===== src/rtl/mul_pkg.sv =====
// Shared constants for the multi-cycle multiply unit.
// Width, iteration count and FSM encoding.
package mul_pkg;

  localparam int MUL_W    = 32;
  localparam int MUL_ITER = 32;

  localparam logic [4:0] CNT_LAST = 5'(MUL_ITER - 1);

  localparam logic [1:0] ST_IDLE = 2'b00;
  localparam logic [1:0] ST_CALC = 2'b01;
  localparam logic [1:0] ST_DONE = 2'b10;

endpackage


===== src/rtl/rippleadder.sv =====
// 32-bit ripple-carry adder built from a chain of full adders.
// cout is the carry out of bit 31's full adder.
module rippleadder
  import mul_pkg::*;
(
  input  logic [MUL_W-1:0] a,
  input  logic [MUL_W-1:0] b,
  input  logic             cin,
  output logic [MUL_W-1:0] sum,
  output logic             cout
);

  logic [MUL_W:0] c;

  assign c[0] = cin;

  for (genvar i = 0; i < MUL_W; i++) begin : g_fa
    assign sum[i]   = a[i] ^ b[i] ^ c[i];
    assign c[i+1]   = (a[i] & b[i])
                    | (a[i] & c[i])
                    | (b[i] & c[i]);
  end

  assign cout = c[MUL_W];

endmodule


===== src/rtl/seq_multiplier.sv =====
// 32x32 unsigned shift-and-add multiplier, one step per cycle.
// Start/busy/done handshake; 64-bit product held in {hi, lo}.
module seq_multiplier
  import mul_pkg::*;
(
  input  logic                 clk,
  input  logic                 rst_n,
  input  logic                 start,
  input  logic [MUL_W-1:0]     a,
  input  logic [MUL_W-1:0]     b,
  output logic                 busy,
  output logic                 done,
  output logic [2*MUL_W-1:0]   product
);

  logic [1:0]       state;
  logic [4:0]       cnt;
  logic [MUL_W-1:0] mcand;
  logic [MUL_W-1:0] hi;
  logic [MUL_W-1:0] lo;

  logic [MUL_W-1:0] add_b;
  logic [MUL_W-1:0] add_sum;
  logic             add_cout;

  assign add_b = lo[0] ? mcand : '0;

  rippleadder u_add (
    .a    (hi),
    .b    (add_b),
    .cin  (1'b0),
    .sum  (add_sum),
    .cout (add_cout)
  );

  always_ff @(posedge clk or negedge rst_n) begin
    if (!rst_n) begin
      state <= ST_IDLE;
      cnt   <= '0;
      mcand <= '0;
      hi    <= '0;
      lo    <= '0;
    end else begin
      case (state)
        ST_IDLE: begin
          if (start) begin
            mcand <= a;
            hi    <= '0;
            lo    <= b;
            cnt   <= '0;
            state <= ST_CALC;
          end
        end
        ST_CALC: begin
          // 65-bit right shift of {cout, sum, lo}
          {hi, lo} <= {add_cout, add_sum, lo[MUL_W-1:1]};
          if (cnt == CNT_LAST) begin
            state <= ST_DONE;
          end else begin
            cnt <= cnt + 5'd1;
          end
        end
        ST_DONE: begin
          state <= ST_IDLE;
        end
        default: begin
          state <= ST_IDLE;
        end
      endcase
    end
  end

  assign busy    = (state == ST_CALC);
  assign done    = (state == ST_DONE);
  assign product = {hi, lo};

endmodule


===== config.mk =====
export PLATFORM = sky130hd
export DESIGN_NAME = seq_multiplier
export DESIGN_NICKNAME = d
export VERILOG_FILES = /design/src/rtl/mul_pkg.sv /design/src/rtl/rippleadder.sv /design/src/rtl/seq_multiplier.sv
export SDC_FILE = /design/constraint.sdc
export NUM_CORES = 1
export LEC_CHECK = 0
export ABC_AREA = 1
export BUFFER_PORTS_ARGS = -buffer_cell sky130_fd_sc_hd__buf_2
export CAP_MARGIN = 10
export CORE_ASPECT_RATIO = 0.7
export CORE_MARGIN = 3
export CORE_UTILIZATION = 45
export DETAILED_ROUTE_END_ITERATION = 12
export PLACE_DENSITY = 0.7
export REMOVE_ABC_BUFFERS = 1
export SYNTH_ARGS = -nofsm -noshare
export SYNTH_HDL_FRONTEND = slang
export SYNTH_SLANG_ARGS = --single-unit

===== constraint.sdc =====
create_clock -name clk -period 38.5 [get_ports clk]
set_clock_uncertainty 0.05 [all_clocks]
set_input_delay 5.775 -clock clk [delete_from_list [all_inputs] [get_ports clk]]
set_output_delay 5.775 -clock clk [all_outputs]
set_load 0.02 [all_outputs]

# ---- Word-level counts from Yosys, hierarchy flattened
# Index checks and enable logic that the tools add are counted.
dict set report totals {
  reg_bits 103
  input_bits 67
  output_inout_bits 66
}
dict set report op_classes {
  addsub 1
  n_eq_ne 6
  muxes 11
  n_bitwise 219
  reduce_logical 6
}
# cell count
set ops {}
lappend ops {{$pmux 32 s2} 2}
lappend ops {{$mux 32} 3}
lappend ops {{$and 1x1->1} 94}
lappend ops {{$xor 1x1->1} 63}
lappend ops {{$or 1x1->1} 62}
lappend ops {{$mux 5} 2}
lappend ops {{$pmux 5 s2} 1}
lappend ops {{$reduce_and 2->1} 3}
lappend ops {{$add 5x1->5 const B} 1}
lappend ops {{$eq 5x5->1 const B} 1}
lappend ops {{$mux 2} 2}
lappend ops {{$ne 2x2->1 const B} 2}
lappend ops {{$pmux 2 s2} 1}
lappend ops {{$reduce_and 3->1} 1}
lappend ops {{$eq 2x1->1 const B} 1}
lappend ops {{$eq 2x2->1 const B} 1}
lappend ops {{$logic_not 2->1} 1}
lappend ops {{$ne 2x1->1 const B} 1}
lappend ops {{$reduce_bool 2->1} 1}

# ---- Logic depth before layout (Yosys ltp)
dict set report depth {
  depth_word 96
  ltp_mapped 39
  ltp_nobuf 38
}

# ---- Hierarchy
# From an unflattened synthesis, not the netlist that was laid out.
dict set report unflattened {
  cells_unflattened 634
  hier_area_um2 5365.1
}
# module n_inst cells_per_inst area_per_inst_um2 seq_area_each_um2
set modules_own_cells {}
lappend modules_own_cells {seq_multiplier 1 592 4687.0 2577.5}
lappend modules_own_cells {rippleadder 1 42 678.2 0.0}

# ---- Least setup slack after synthesis
# No wires, ideal clock.
dict set report synth_path {
  kind {register -> register}
  start {register lo[0]}
  end {register hi[30]}
  setup_time_ns 0.127
  arrival_ns 13.320
  required_ns 38.323
  path_slack_ns 25.003
  stages_incl_launch_ff 40
  path_buffers 2
  path_cell_list {dfrtp_1 -> clkbuf_1 -> clkbuf_1 -> nand2_1 -> inv_1 -> fa_1 -> fa_1 -> inv_1 -> fa_1 -> fa_1 -> fa_1 -> fa_1 -> fa_1 -> fa_1 -> fa_1 -> fa_1 -> fa_1 -> fa_1 -> [... 4 more ...] -> fa_1 -> fa_1 -> fa_1 -> fa_1 -> fa_1 -> fa_1 -> fa_1 -> fa_1 -> inv_1 -> fa_1 -> inv_1 -> fa_1 -> fa_1 -> fa_1 -> fa_1 -> fa_1 -> fa_1 -> o22ai_1}
}
dict set report synth_between {
  elab_chain_cells 94
}
# item line_no
set synth_lines {}
lappend synth_lines {{start: declaration} seq_multiplier.sv:20} ;# logic [MUL_W-1:0] lo;
lappend synth_lines {{start signal: assignment} seq_multiplier.sv:56} ;# {hi, lo} <= {add_cout, add_sum, lo[MUL_W-1:1]};
lappend synth_lines {{$mux 32 (*)} seq_multiplier.sv:26} ;# assign add_b = lo[0] ? mcand : '0;
lappend synth_lines {{$and 1x1->1} rippleadder.sv:19} ;# assign c[i+1] = (a[i] & b[i])
lappend synth_lines {{$and 1x1->1} rippleadder.sv:20} ;# | (a[i] & c[i])
lappend synth_lines {{$or 1x1->1} rippleadder.sv:20}
lappend synth_lines {{$or 1x1->1} rippleadder.sv:21} ;# | (b[i] & c[i]);
lappend synth_lines {{$and 1x1->1} rippleadder.sv:20}
lappend synth_lines {{$or 1x1->1} rippleadder.sv:20}
lappend synth_lines {{$or 1x1->1} rippleadder.sv:21}
lappend synth_lines {{[... 78 more ...]} --}
lappend synth_lines {{$and 1x1->1} rippleadder.sv:20}
lappend synth_lines {{$or 1x1->1} rippleadder.sv:20}
lappend synth_lines {{$or 1x1->1} rippleadder.sv:21}
lappend synth_lines {{$and 1x1->1} rippleadder.sv:20}
lappend synth_lines {{$or 1x1->1} rippleadder.sv:20}
lappend synth_lines {{$or 1x1->1} rippleadder.sv:21}
lappend synth_lines {{$xor 1x1->1 (*)} rippleadder.sv:18} ;# assign sum[i] = a[i] ^ b[i] ^ c[i];
lappend synth_lines {{$pmux 32 s2 (*)} seq_multiplier.sv:44} ;# case (state)
lappend synth_lines {{end signal: assignment} seq_multiplier.sv:56}
lappend synth_lines {{end: declaration} seq_multiplier.sv:19} ;# logic [MUL_W-1:0] hi;
# Mark *: on every way between the ends. The rest lies on a longest branch, timed or not.
# A chain may end at the register's enable or synchronous reset.

# ---- Final worst setup path
# Ends and elaborated chain as after synthesis.

==> impl_metrics.tcl <==
set metrics [dict create \
    drive_gt1_share_pct 24.0 \
    hold_buffers 0 \
    grt_overflow 0 \
    syn-instance-count 534 \
    worst_path_most_repeated_cell "fa_1" \
    synth.most_common_cell "nand2_1" \
    fillCellCount 965 \
    status "completed" \
    post-cts-setup-buffer-count 0 \
    pre_cts_slack_ns 24.64 \
    synthTopCellsByCount "184 x nand2_1, 103 x dfrtp_1, 39 x inv_1" \
    period_needed_ns 13.84 \
    cap_violations 0 \
    setup_ws_ns 24.66 \
    synthTopCellsByArea "dfrtp_1 52%, nand2_1 14%, fa_1 13%, o21ai_0 3.6%, o22ai_1 3.4%" \
    clock_path_buffers 2 \
    power_mw 0.576 \
    powerDensity_nw_per_um2 96.3 \
    synth.yosys.warnings 0 \
    die_h_um 93.8 \
    peakVddDrop_mv 0.0320 \
    finalSetupViolCount 0 \
    synth.distinct_cells 20 \
    final_nets 752 \
    area_growth_pct 20.6 \
    yosysSeqAreaShare_pct 52.0 \
    drtIter0Drc 238 \
    worstSetupPathType "reg -> reg" \
    cts_tree "built" \
    n_antenna_cell 0 \
    synth-edff-count 0 \
    via_count 3926 \
    worstMarginPinSlew_ns 1.00 \
    holdWs_ns 0.431 \
    ios 133 \
    synth-async-reset-ratio_pct 100 \
    rsz0062_at_grt "no" \
    maxSlewViolCount 0 \
    cp.arrival_ns 13.98 \
    maxSlewHeadroom_pct 33.3 \
    dp_hpwl_mm 7.81 \
    cp_slowest_cell "fa_1" \
    first_global_vias 3927 \
    power.leakage_nw 2.98 \
    grt_pass1_wl_mm 19.6 \
    core.rowCount 31 \
    cp.required_ns 38.64 \
    fin_cells 803 \
    io_buffers 132 \
    max_freq_mhz 72.2 \
    fp.dieW_um 131 \
    ys.flop_type "dfrtp_1" \
    grt_usage_pct 19.8 \
    cts.clk_slew.worst_paths_ns 0.07 \
    h-tree-depth 3 \
    cts_buffers 9 \
    avgRoutedWirePerCell_um 14.6 \
    antenna_found_initial 0 \
    final_antenna_net_count 0 \
    synth_top_area_share_pct 52.0 \
    dieArea_um2 12300 \
    root_buffer "clkbuf_16" \
    vias_per_cell 4.89 \
    postSynthRegisterBits 103 \
    drt-total-wl_mm 11.7 \
    synth_area_leader_cell "dfrtp_1" \
    syn_area_per_cell_um2 9.28 \
    period_share_pct 36.0 \
    hold_viol 0 \
    finalSetupTns_ns 0 \
    cts_resized 0 \
    cp_max_fo 34 \
    cts_sinks 103 \
    post-route-drc-count 0 \
    clock_latency_ns 0.34 \
    dp.cells 788 \
    core_um2 10600 \
    start_util_pct 47.0 \
    synth_area_um2 4960 \
    drtPass1Iterations 4 \
    grt_max_degree 80 \
    start_kind "flop" \
    worst_setup_path_end_kind "flop" \
    hold_path_class "reg -> reg" \
    gp_congestion 0.812 \
    cpPeakStageDelay_ns 0.49 \
]
[cells in the final DEF, fill, tap and decap left out]
cell type,n
a21oi_1,2
buf_2,131
buf_4,5
bufinv_16,2
clkbuf_16,9
clkinv_2,2
clkinv_4,1
clkinvlp_4,1
dfrtp_1,103
fa_1,31
ha_1,3
inv_1,39
inv_2,3
nand2_1,184
nand2_2,1
nand2_4,1
nand3_1,3
nand4_1,2
nor2_1,37
o21ai_0,36
o21ai_1,31
o22ai_1,27
or2_2,1
[worst max-delay path: cells and delay by family, from the launching register on]
kind	cells	cell delay, ns
adders and majority gates	32	12.57
buffers and inverters	5	0.58
DFF	1	0.32
and+or+nand+nor	1	0.10
AOI/OAI and AO/OA	1	0.08
[worst paths after layout]
kind	startpoint	to	slack (ns)	cells after the start
min	mcand[0]	mcand[0]	0.43	2
max	lo[0]	hi[30]	24.66	39
min in group asynchronous	rst_n	lo[16]	5.28	1
min reg2reg	mcand[0]	mcand[0]	0.43	2
max in group asynchronous	rst_n	mcand[29]	31.83	2
max reg2reg	lo[0]	hi[30]	24.66	39
[area by class of cell]
type | instances | area (um^2) | area share, %
Clock buffer | 9 | 225 | 3.77
Clock inverter | 6 | 86.3 | 1.44
Inverter | 42 | 158 | 2.64
Multi-Input combinational cell | 359 | 2050 | 34.3
Sequential cell | 103 | 2580 | 43.1
Tap cell | 148 | 185 | 3.10
Timing Repair Buffer | 136 | 693 | 11.6
[stage by stage]
step,cell area [um^2],util (%)
6_report,5980,56.7
5_1_grt,5980,56.7
4_1_cts,5980,56.7
3_5_place_dp,5670,53.7
3_3_place_gp,5670,53.7
2_1_floorplan,4790,-
[per-layer routing]
layer	GRT usage, %	up-vias	part of all wire [%]
met4	4.98	0	0.36
met3	5.41	4	6.5
met1	27.6	1885	46
met2	31.2	122	47
met5	0	-	0
li1	-	1915	-
[kinds of logic after synthesis]
group                      synth area share, %
DFF                                       52.0
adders and majority gates                 13.3
buffers and inverters                     6.59
AOI/OAI and AO/OA                         10.4
and+or+nand+nor                           17.8
[power by group]
group / internal (mW) / switching, mW
registers: 0.165 / 0.0350
clock network: 0.0565 / 0.0390
logic: 0.105 / 0.175
total: 0.327 / 0.249
[registers in the layout (all words and copies together) (netlist names)]
register	count
cnt	5
mcand	32
lo	32
hi	32
state	2
Power figures use the tool's default switching activity.
